**src/rtl/lif_pkg.sv**
```systemverilog
// Shared types and default sizing for the leaky integrate-and-fire scheduler.
package lif_pkg;

    typedef enum logic [1:0] {
        S_IDLE   = 2'd0,
        S_UPDATE = 2'd1,
        S_EMIT   = 2'd2,
        S_FINISH = 2'd3
    } lif_state_e;

    localparam int DEF_N_NEURONS = 8;
    localparam int DEF_STATE_W   = 8;
    localparam int DEF_CUR_W     = 12;
    localparam int DEF_THRESH    = 200;

    function automatic int sat_max(input int w);
        return (1 << w) - 1;
    endfunction

    localparam int DEF_ST_MAX = sat_max(DEF_STATE_W);

endpackage

```
**src/rtl/lif_update.sv**
```systemverilog
// Combinational leak/integrate/fire datapath shared by all neurons.
module lif_update
    import lif_pkg::*;
#(
    parameter int STATE_W = DEF_STATE_W,
    parameter int CUR_W   = DEF_CUR_W,
    parameter int THRESH  = DEF_THRESH
) (
    input  logic [STATE_W-1:0] st,
    input  logic [CUR_W-1:0]   cur,
    input  logic               refr,
    output logic [STATE_W-1:0] st_nxt,
    output logic               fire
);

    localparam int SUM_W = ((STATE_W > CUR_W) ? STATE_W : CUR_W) + 1;
    localparam logic [SUM_W-1:0] SAT = SUM_W'(sat_max(STATE_W));
    localparam logic [SUM_W-1:0] THR = SUM_W'(THRESH);

    logic [SUM_W-1:0] sum;

    // Threshold is checked on the unsaturated sum; saturation only affects what is stored.
    always_comb begin
        sum    = SUM_W'(st >> 1) + SUM_W'(cur);
        fire   = 1'b0;
        st_nxt = '0;
        if (!refr) begin
            if (sum >= THR) begin
                fire = 1'b1;
            end else if (sum > SAT) begin
                st_nxt = SAT[STATE_W-1:0];
            end else begin
                st_nxt = sum[STATE_W-1:0];
            end
        end
    end

endmodule

```
**src/rtl/lif_scheduler.sv**
```systemverilog
// Time-multiplexed LIF controller: one shared update datapath, spike events over valid/ready.
// Optional refractory behaviour is enabled by defining LIF_SCHED_REFRACTORY_EN.
//
// state    | meaning
// ---------+---------------------------------------------------------------
// S_IDLE   | waiting for tick
// S_UPDATE | integrating neuron idx, one neuron per cycle
// S_EMIT   | holding spike event for neuron idx until evt_ready
// S_FINISH | publishing the timestep's spike vector, pulsing done
module lif_scheduler
    import lif_pkg::*;
#(
    parameter int N_NEURONS = DEF_N_NEURONS,
    parameter int STATE_W   = DEF_STATE_W,
    parameter int CUR_W     = DEF_CUR_W,
    parameter int THRESH    = DEF_THRESH
) (
    input  logic                         clk,
    input  logic                         rst_n,
    input  logic                         tick,
    input  logic                         cur_wr,
    input  logic [$clog2(N_NEURONS)-1:0] cur_addr,
    input  logic [CUR_W-1:0]             cur_data,
    output logic                         evt_valid,
    input  logic                         evt_ready,
    output logic [$clog2(N_NEURONS)-1:0] evt_id,
    output logic [N_NEURONS-1:0]         spikes,
    output logic                         busy,
    output logic                         done,
    output logic                         overrun
);

    localparam int IDX_W = $clog2(N_NEURONS);
    localparam logic [IDX_W-1:0] IDX_LAST = IDX_W'(N_NEURONS - 1);

    lif_state_e state, state_nxt;

    logic [IDX_W-1:0]   idx;
    logic [CUR_W-1:0]   cur_tbl [N_NEURONS];
    logic [STATE_W-1:0] st_tbl  [N_NEURONS];
    logic [N_NEURONS-1:0] wspk;
    logic [STATE_W-1:0] st_nxt;
    logic               fire;
    logic               refr;
    logic               idx_last;

    assign idx_last = (idx == IDX_LAST);

`ifdef LIF_SCHED_REFRACTORY_EN
    // Neurons that fired last timestep sit out the current one.
    logic [N_NEURONS-1:0] refr_q;

    always_ff @(posedge clk or negedge rst_n) begin
        if (!rst_n) begin
            refr_q <= '0;
        end else if (state == S_FINISH) begin
            refr_q <= wspk;
        end
    end

    assign refr = refr_q[idx];
`else
    assign refr = 1'b0;
`endif

    lif_update #(
        .STATE_W (STATE_W),
        .CUR_W   (CUR_W),
        .THRESH  (THRESH)
    ) u_update (
        .st      (st_tbl[idx]),
        .cur     (cur_tbl[idx]),
        .refr    (refr),
        .st_nxt  (st_nxt),
        .fire    (fire)
    );

    always_ff @(posedge clk or negedge rst_n) begin
        if (!rst_n) begin
            state <= S_IDLE;
        end else begin
            state <= state_nxt;
        end
    end

    always_comb begin
        state_nxt = state;
        case (state)
            S_IDLE: begin
                if (tick) state_nxt = S_UPDATE;
            end
            S_UPDATE: begin
                if (fire)          state_nxt = S_EMIT;
                else if (idx_last) state_nxt = S_FINISH;
            end
            S_EMIT: begin
                if (evt_ready) state_nxt = idx_last ? S_FINISH : S_UPDATE;
            end
            S_FINISH: begin
                state_nxt = S_IDLE;
            end
            default: state_nxt = S_IDLE;
        endcase
    end

    always_ff @(posedge clk or negedge rst_n) begin
        if (!rst_n) begin
            idx       <= '0;
            wspk      <= '0;
            evt_valid <= 1'b0;
            evt_id    <= '0;
            spikes    <= '0;
            busy      <= 1'b0;
            done      <= 1'b0;
            overrun   <= 1'b0;
        end else begin
            busy <= (state_nxt != S_IDLE);
            done <= (state == S_FINISH);
            if (tick && (state != S_IDLE)) overrun <= 1'b1;
            case (state)
                S_IDLE: begin
                    if (tick) begin
                        idx  <= '0;
                        wspk <= '0;
                    end
                end
                S_UPDATE: begin
                    if (fire) begin
                        wspk[idx] <= 1'b1;
                        evt_id    <= idx;
                        evt_valid <= 1'b1;
                    end else if (!idx_last) begin
                        idx <= idx + 1'b1;
                    end
                end
                S_EMIT: begin
                    if (evt_ready) begin
                        evt_valid <= 1'b0;
                        if (!idx_last) idx <= idx + 1'b1;
                    end
                end
                S_FINISH: begin
                    spikes <= wspk;
                end
                default: ;
            endcase
        end
    end

    always_ff @(posedge clk or negedge rst_n) begin
        if (!rst_n) begin
            for (int i = 0; i < N_NEURONS; i++) st_tbl[i] <= '0;
        end else if (state == S_UPDATE) begin
            st_tbl[idx] <= st_nxt;
        end
    end

    // A write to the neuron being updated lands at the edge, so this cycle's update sees the old value.
    always_ff @(posedge clk or negedge rst_n) begin
        if (!rst_n) begin
            for (int i = 0; i < N_NEURONS; i++) cur_tbl[i] <= '0;
        end else if (cur_wr) begin
            cur_tbl[cur_addr] <= cur_data;
        end
    end

endmodule

```
**config.mk**
```make
export PLATFORM = sky130hd
export DESIGN_NAME = lif_scheduler
export DESIGN_NICKNAME = d
export VERILOG_FILES = /design/src/rtl/lif_pkg.sv /design/src/rtl/lif_update.sv /design/src/rtl/lif_scheduler.sv
export SDC_FILE = /design/constraint.sdc
export NUM_CORES = 1
export LEC_CHECK = 0
export ABC_AREA = 1
export CORE_MARGIN = 1.5
export CORE_UTILIZATION = 34
export CTS_CLUSTER_SIZE = 24
export DETAILED_ROUTE_END_ITERATION = 6
export PLACE_DENSITY = 0.61
export SYNTH_ARGS = -nofsm -noshare
export SYNTH_HDL_FRONTEND = slang
export SYNTH_SLANG_ARGS = --single-unit
```
**constraint.sdc**
```tcl
create_clock -name clk -period 10.8 [get_ports clk]
set_input_delay 1.62 -clock clk [delete_from_list [all_inputs] [get_ports clk]]
set_output_delay 1.62 -clock clk [all_outputs]
set_load 0.02 [all_outputs]
```
==> results.md <==
- Outcome: complete, no violations
- Initial DRC Count: 488
- Critical Path RT: 11.17 ns
- Finished Layout Cells: 1,345
- Sequential share of the synthesized area: 54.1%
- Setup bufs post-CTS: 0
- YS warnings: 0
- Post-synth cell types: 40
- Most frequent cell after synthesis: nand2_1
- Simple logic cell fraction of the synthesized area: 19.6%
- Syn Std Cell Area: 8330 µm²
- H-tree levels: 4
- Nets: 1,042
- RSZ-0062 raised after global routing: false
- Synth top area share: 54.1%
- Critical path's slowest cell: dfrtp_1
- Overall Power: 2.37 mW
- Initial antenna violation count: 0
- Worst hold path class: flop to flop
- Grt ovf: 0
- DRT Pass-1 Iters: 7
- Tot GR Track Use: 17.4%
- CP arrival: 5.19 ns
- Crit path launch: idx[0]$_DFFE_PN0P_
- Wire per inst: 15.9 µm
- F_max: 207 MHz
- Main combinational cell family by area after synthesis: simple AND/OR/NAND/NOR gates
- Worst-margin pin slew: 1.05 ns
- Via density: 4.94
- CTS Hold Bufs: 0
- RR Startpoint: idx[0]$_DFFE_PN0P_
- Diodes inserted: 0
- TritonCTS buffer count: 17
- Worst-path clk slew: 0.07 ns
- Global-route wire length before repair: 35,000 µm
- CP Capture Type: flop
- Worst slew margin: 29.8%
- Post-synth top flop: dfrtp_1
- Resize count post-CTS: 0
- TritonCTS clock tree: yes
- Vias: 6,644
- Share of cells above drive strength 1: 6.56%
- Critical-path maximum fanout: 21
- Final WL: 21,400 µm
- Clock Sinks: 180
- Multiplexer area fraction after synthesis: 1.44%
- Gate power share: 35.8%
- Synth area leader: dfrtp_1
- Clock latency on the worst-skew pair: 0.44 ns
- RePlAce Congestion: 0.826
- Most used cell, CP: nand2_1
- Post-synth top cells: nand2_1 (312), dfrtp_1 (180), o21ai_0 (139)
- Skew final: 0.0101 ns
- Core footprint: 24,200 µm²
- DR WL met2: 9780 µm
- Clk network pwr share: 25.8%
- Static leakage: 4.58 nW
- Fillers: 2,409
- Die Y: 160 µm
- Async set-or-reset flop fraction in the synthesized netlist: 100%
- Top Ports: 35
- Synth Area in XOR/XNOR: 0.210%
- Critical path type: flop to flop
- Number of port buffers: 34
- Max Buffers Root-to-Sink: 2
- P_int: 1.42 mW
- End of the critical path: st_tbl[43]$_DFFE_PN0P_
- Slew Viols, Final: 0
- Setup-failing EPs final: 0
- Clk root buf: clkbuf_16
- Maximum vdd drop: 0.148 mV
- R2R Path End: st_tbl[43]$_DFFE_PN0P_
- Worst setup SP type: flop
- Vias in the first global route: 6,560
- Final Cycle Share: 44.7%
- Final Hold Viols: 0
- Sequential power share: 38.4%
- Mapped Nets: 1,016
- R2R cell count: 21
- DR top layer: met4
- Maximum Capacitance Violations: 0
- Die width: 160 µm
- Largest cells by area after synthesis: dfrtp_1 (54%), nand2_1 (14%), o21ai_0 (8.4%)
- Post-route ant nets: 0
- Die Area: 25,400 µm²
- R2r setup slk: 5.97 ns
- Sw frac: 40.2%
- Wire length on met3: 791 µm
- Largest net degree at the start of global routing: 98
- Final setup TNS: 0 ns
- Max stage delay on crit path: 0.63 ns
- Initial Util: 34.5%
- Row cnt: 57
- Number of synthesized register bits: 180
- Residual DRC count: 0
- Final period demand of the worst path: 4.83 ns
- Post-synth EDFFs: 0
- Gate Count Post-Synth: 982
- Area grow syn2layout: 14.9%
- Switching Power: 953 µW
- PwrDens: 248 nW/µm²
- Post-synthesis adder-cell area fraction: 2.19%
- M1 WL: 10,500 µm
- Mapped Avg Cell Area: 8.48 µm²
- Dpl hpwl: 14,100 µm
- Compound-Gate Fraction of Synth Area: 16.0%
- Sequence of cells on the critical path: inv_2 > nor2_1 > buf_4 > inv_1 > o22ai_1 > or4_1 > ha_1 > fa_1 > nand2_1 > nand3_1 > nand3b_1 > nand2_1 > nand2_1 > nand2_1 > nor2_1 > nor2_1 > nor2_4 > nand3_4 > a21oi_2 > nand2_1 > nand2_1
- Placed cells: 1,313
## cells in the final DEF, fill, tap and decap left out, types with 5 or more instances in the layout
master | synthesis | routed
buf_4 | 1 | 8
clkdlybuf4s50_1 | 0 | 33
a221oi_1 | 12 | 12
inv_1 | 98 | 98
clkbuf_16 | 0 | 17
o21ai_1 | 8 | 8
o22ai_1 | 13 | 13
inv_2 | 5 | 5
a21oi_1 | 17 | 17
a22oi_1 | 14 | 14
o21ai_0 | 139 | 139
nand2_1 | 312 | 312
clkinvlp_4 | 0 | 5
nand3_1 | 22 | 22
dfrtp_1 | 180 | 180
nor2_1 | 53 | 53
o2111ai_1 | 11 | 11
ha_1 | 13 | 13
mux2_2 | 8 | 8
nand3b_1 | 5 | 5
nand4_1 | 5 | 5
## flip-flops by register name, summed over array words and instances (netlist names)
| signal | cells |
|---|---|
| spikes | 8 |
| idx | 3 |
| done | 1 |
| overrun | 1 |
| busy | 1 |
| wspk | 8 |
| evt_id | 3 |
| cur_tbl | 96 |
| st_tbl | 56 |
| evt_valid | 1 |
| state | 2 |
## power by group through the flow
| stage | clock (mW) | combinational, mW | sequential (mW) |
|---|---|---|---|
| after global placement | 0 | 0.841 | 0.919 |
| after detailed placement | 0 | 0.848 | 0.921 |
| after CTS | 0.623 | 0.851 | 0.910 |
| after global routing | 0.647 | 0.952 | 0.931 |
| after floorplan | 0 | 0.590 | 0.909 |
| final | 0.612 | 0.849 | 0.911 |
## worst min-delay path by stage
| stage | from | endpoint | slack (ns) | cells past startpoint |
|---|---|---|---|---|
| after global routing | overrun$_DFFE_PN0P_ | overrun$_DFFE_PN0P_ | 0.50 | 1 |
| final | overrun$_DFFE_PN0P_ | overrun$_DFFE_PN0P_ | 0.46 | 1 |
| after detailed placement | overrun$_DFFE_PN0P_ | overrun$_DFFE_PN0P_ | 0.45 | 1 |
| after floorplan | cur_tbl[33]$_DFFE_PN0P_ | cur_tbl[33]$_DFFE_PN0P_ | 0.45 | 2 |
| after global placement | overrun$_DFFE_PN0P_ | overrun$_DFFE_PN0P_ | 0.45 | 1 |
| after CTS | overrun$_DFFE_PN0P_ | overrun$_DFFE_PN0P_ | 0.46 | 1 |
## metal layers
metal	vias up	global-route usage, %
met5	-	0
met4	0	4.80
met3	25	3.33
met2	130	27.6
met1	3221	24.3
li1	3268	-
## metrics by stage
step                      area [µm²]  setup WS, ns  util, %  hold WS (ns)
final                           9570          5.97     39.6         0.458
after CTS                       9570          6.01     39.6         0.463
after detailed placement        8990          6.06     37.2         0.447
after floorplan                 8330          7.31        -         0.448
after global placement          8990          6.14     37.2         0.446
after global routing            9570          5.63     39.6         0.500
## kinds of logic after synthesis
kind of cell / Yosys count
AND/OR/NAND/NOR: 407
XOR/XNOR: 2
flip-flops: 180
adder cells (fa/ha/maj): 14
multiplexers: 11
buffers and inverters: 139
AO/OA/AOI/OAI: 229
## final cells by class
type	count	area [µm²]	share of cell area (%)
clock buffer	17	425	4.45
timing repair buffer	42	402	4.20
tap	324	405	4.24
inverter	104	390	4.08
clock inverter	15	150	1.57
multi-input combinational	663	3290	34.4
sequential	180	4500	47.1
## worst max-delay path: cells and delay by family (launching register included)
family | cells | cell delay, ns
AOI/OAI and AO/OA | 2 | 0.57
adders and majority gates | 2 | 0.69
buffers and inverters | 3 | 0.87
DFF | 1 | 0.63
and+or+nand+nor | 14 | 2.00
(Power assumes the default switching activity.)
==> variant (same flow settings) <==
The 4 states of `lif_state_e` get a Gray code encoding in 2 bits.
--- a/src/rtl/lif_pkg.sv
+++ b/src/rtl/lif_pkg.sv
@@ -2,10 +2,10 @@
 package lif_pkg;
 
     typedef enum logic [1:0] {
-        S_IDLE   = 2'd0,
-        S_UPDATE = 2'd1,
-        S_EMIT   = 2'd2,
-        S_FINISH = 2'd3
+        S_IDLE   = 2'b00,
+        S_UPDATE = 2'b01,
+        S_EMIT   = 2'b11,
+        S_FINISH = 2'b10
     } lif_state_e;
 
     localparam int DEF_N_NEURONS = 8;
Formal check against the unedited RTL: same outputs for any inputs over 4 cycles, from zero or initial values and one cycle with rst_n low; so few cycles prove little.
==> variant against the unedited design <==
Design area is 1.0% lower. Maximum frequency fell by 3.4%. Non-clock buffer count down 3. Sequential cell count unchanged. Synthesized area fell by 0.21%. Die area is 0.21% lower. Setup slack lost 170 ps. Power up 12%. Global-route usage fell by 0.27 points. Wire length is 2.2% lower.
==> variant: results (changes against the unedited design) <==
The run finished with clean final reports. The weighted congestion reported at the end of routability-driven placement came out at 0.853 (+3.2%). The worst hold path begins at overrun.

By count the netlist is led by sky130_fd_sc_hd__nand2_1 (349), sky130_fd_sc_hd__dfrtp_1 (180), sky130_fd_sc_hd__o21ai_0 (120). The standby leakage power came to 4.63 nW (+1.2%). The count of routing violations after the opening detailed-route iteration is 529 (+8.4%). The headroom to the max-slew limit came out at 33.6% (+3.8 points).

The post-DP HPWL is 14.1 mm (+0.13%). The peak ir drop on the vdd network came to 172 uV (+16%). The via count of the first global-routing pass came out at 6,371 (-2.9%). The cell area after placement came to 8910 um2 (-0.93%). The critical-path maximum fanout came to 22 (+4.8%). Sorting the synthesized cells by area gives the leading types as sky130_fd_sc_hd__dfrtp_1 (54%), sky130_fd_sc_hd__nand2_1 (16%), sky130_fd_sc_hd__o21ai_0 (7.2%). The first-pass GRT wire length came out at 34.3 mm (-2.1%). The maximum cell stage delay along the critical path was 750 ps (+120 ps). The total via count after detailed routing came to 6,712 (+1.0%). The part of the Yosys area used for sequential elements came out at 54.2% (+0.11 points).

The overall global routing resource usage is 17.1% (-0.27 points). The largest net degree at the start of global routing came out at 101 (+3.1%). The number of optimization iterations in the first detailed-route pass came out at 5 (-2).

The count of H-tree levels built during CTS came to 4 (unchanged). The share of cells above drive strength 1 came to 5.54% (-1.0 points). The worst clock skew is 11.1 ps (+1.01 ps).

The post-synthesis net count is 1,029 (+1.3%). The wire length per cell is 15.5 um (-2.8%). The data arrival time of the critical path is 5310 ps (+120 ps). The number of distinct library cells after synthesis came out at 36 (-10%).
==> variant: cell count changes after synthesis, moves of 7 or more <==
cell,before,now
sky130_fd_sc_hd__mux2_2,8,0
sky130_fd_sc_hd__nand2_1,312,349
sky130_fd_sc_hd__o21ai_0,139,120
sky130_fd_sc_hd__nand4_1,5,28
sky130_fd_sc_hd__o211ai_1,1,12
sky130_fd_sc_hd__o2111ai_1,11,3
sky130_fd_sc_hd__inv_1,98,91
==> variant: worst paths after layout <==
path | to | slack (ps) | cells past startpoint
hold reg to reg | overrun | 460 | 1
max in group asynchronous | cur_tbl[1] | 7980 | 2
min in group asynchronous | done | 1290 | 1
hold / removal | overrun | 460 | 1
setup / recovery | idx[0] | 5800 | 21
setup reg to reg | idx[0] | 5800 | 21
==> variant: cells by family (layout without fill, tap and decap cells) <==
family,Yosys count,after routing,share of synthesized area (%)
AND/OR/NAND/NOR,477,477,23.8
AO/OA/AOI/OAI,194,194,13.6
flip-flops,180,180,54.2
buffers and inverters,137,167,6.67
adder cells (fa/ha/maj),10,10,1.60
XOR/XNOR,1,1,0.105
==> variant: area by class of cell <==
cell class | count | area, um2
flip-flops and latches | 180 | 4500
clock inverters | 11 | 103
well taps | 324 | 405
multi-input cells | 682 | 3260
clock buffers | 20 | 457
fillers | 2490 | 14700
repair buffers | 39 | 379
inverters | 97 | 364
==> variant: where the power goes <==
part	switching, mW	internal, mW	total, mW
clock network	0.266	0.330	0.596
registers	0.113	0.857	0.969
logic	0.763	0.322	1.09
==> variant: metal layers <==
layer	wire [um]	vias to the layer above	GRT usage (%)
met5	0	-	0
met4	472	0	5.57
met3	974	37	3.23
met2	9470	194	26.5
met1	10000	3176	24.2
li1	-	3305	-
==> variant: stage by stage <==
stage / util [%] / std cells / setup slack [ps] / power [mW]
floorplan: - / 999 / 7500 / 1.75
global placement: 36.9 / 1322 / 5940 / 2.04
detailed placement: 36.9 / 1322 / 5880 / 2.06
CTS: 39.2 / 1353 / 5850 / 2.66
global route: 39.2 / 1353 / 5260 / 2.84
finish: 39.2 / 1353 / 5800 / 2.65
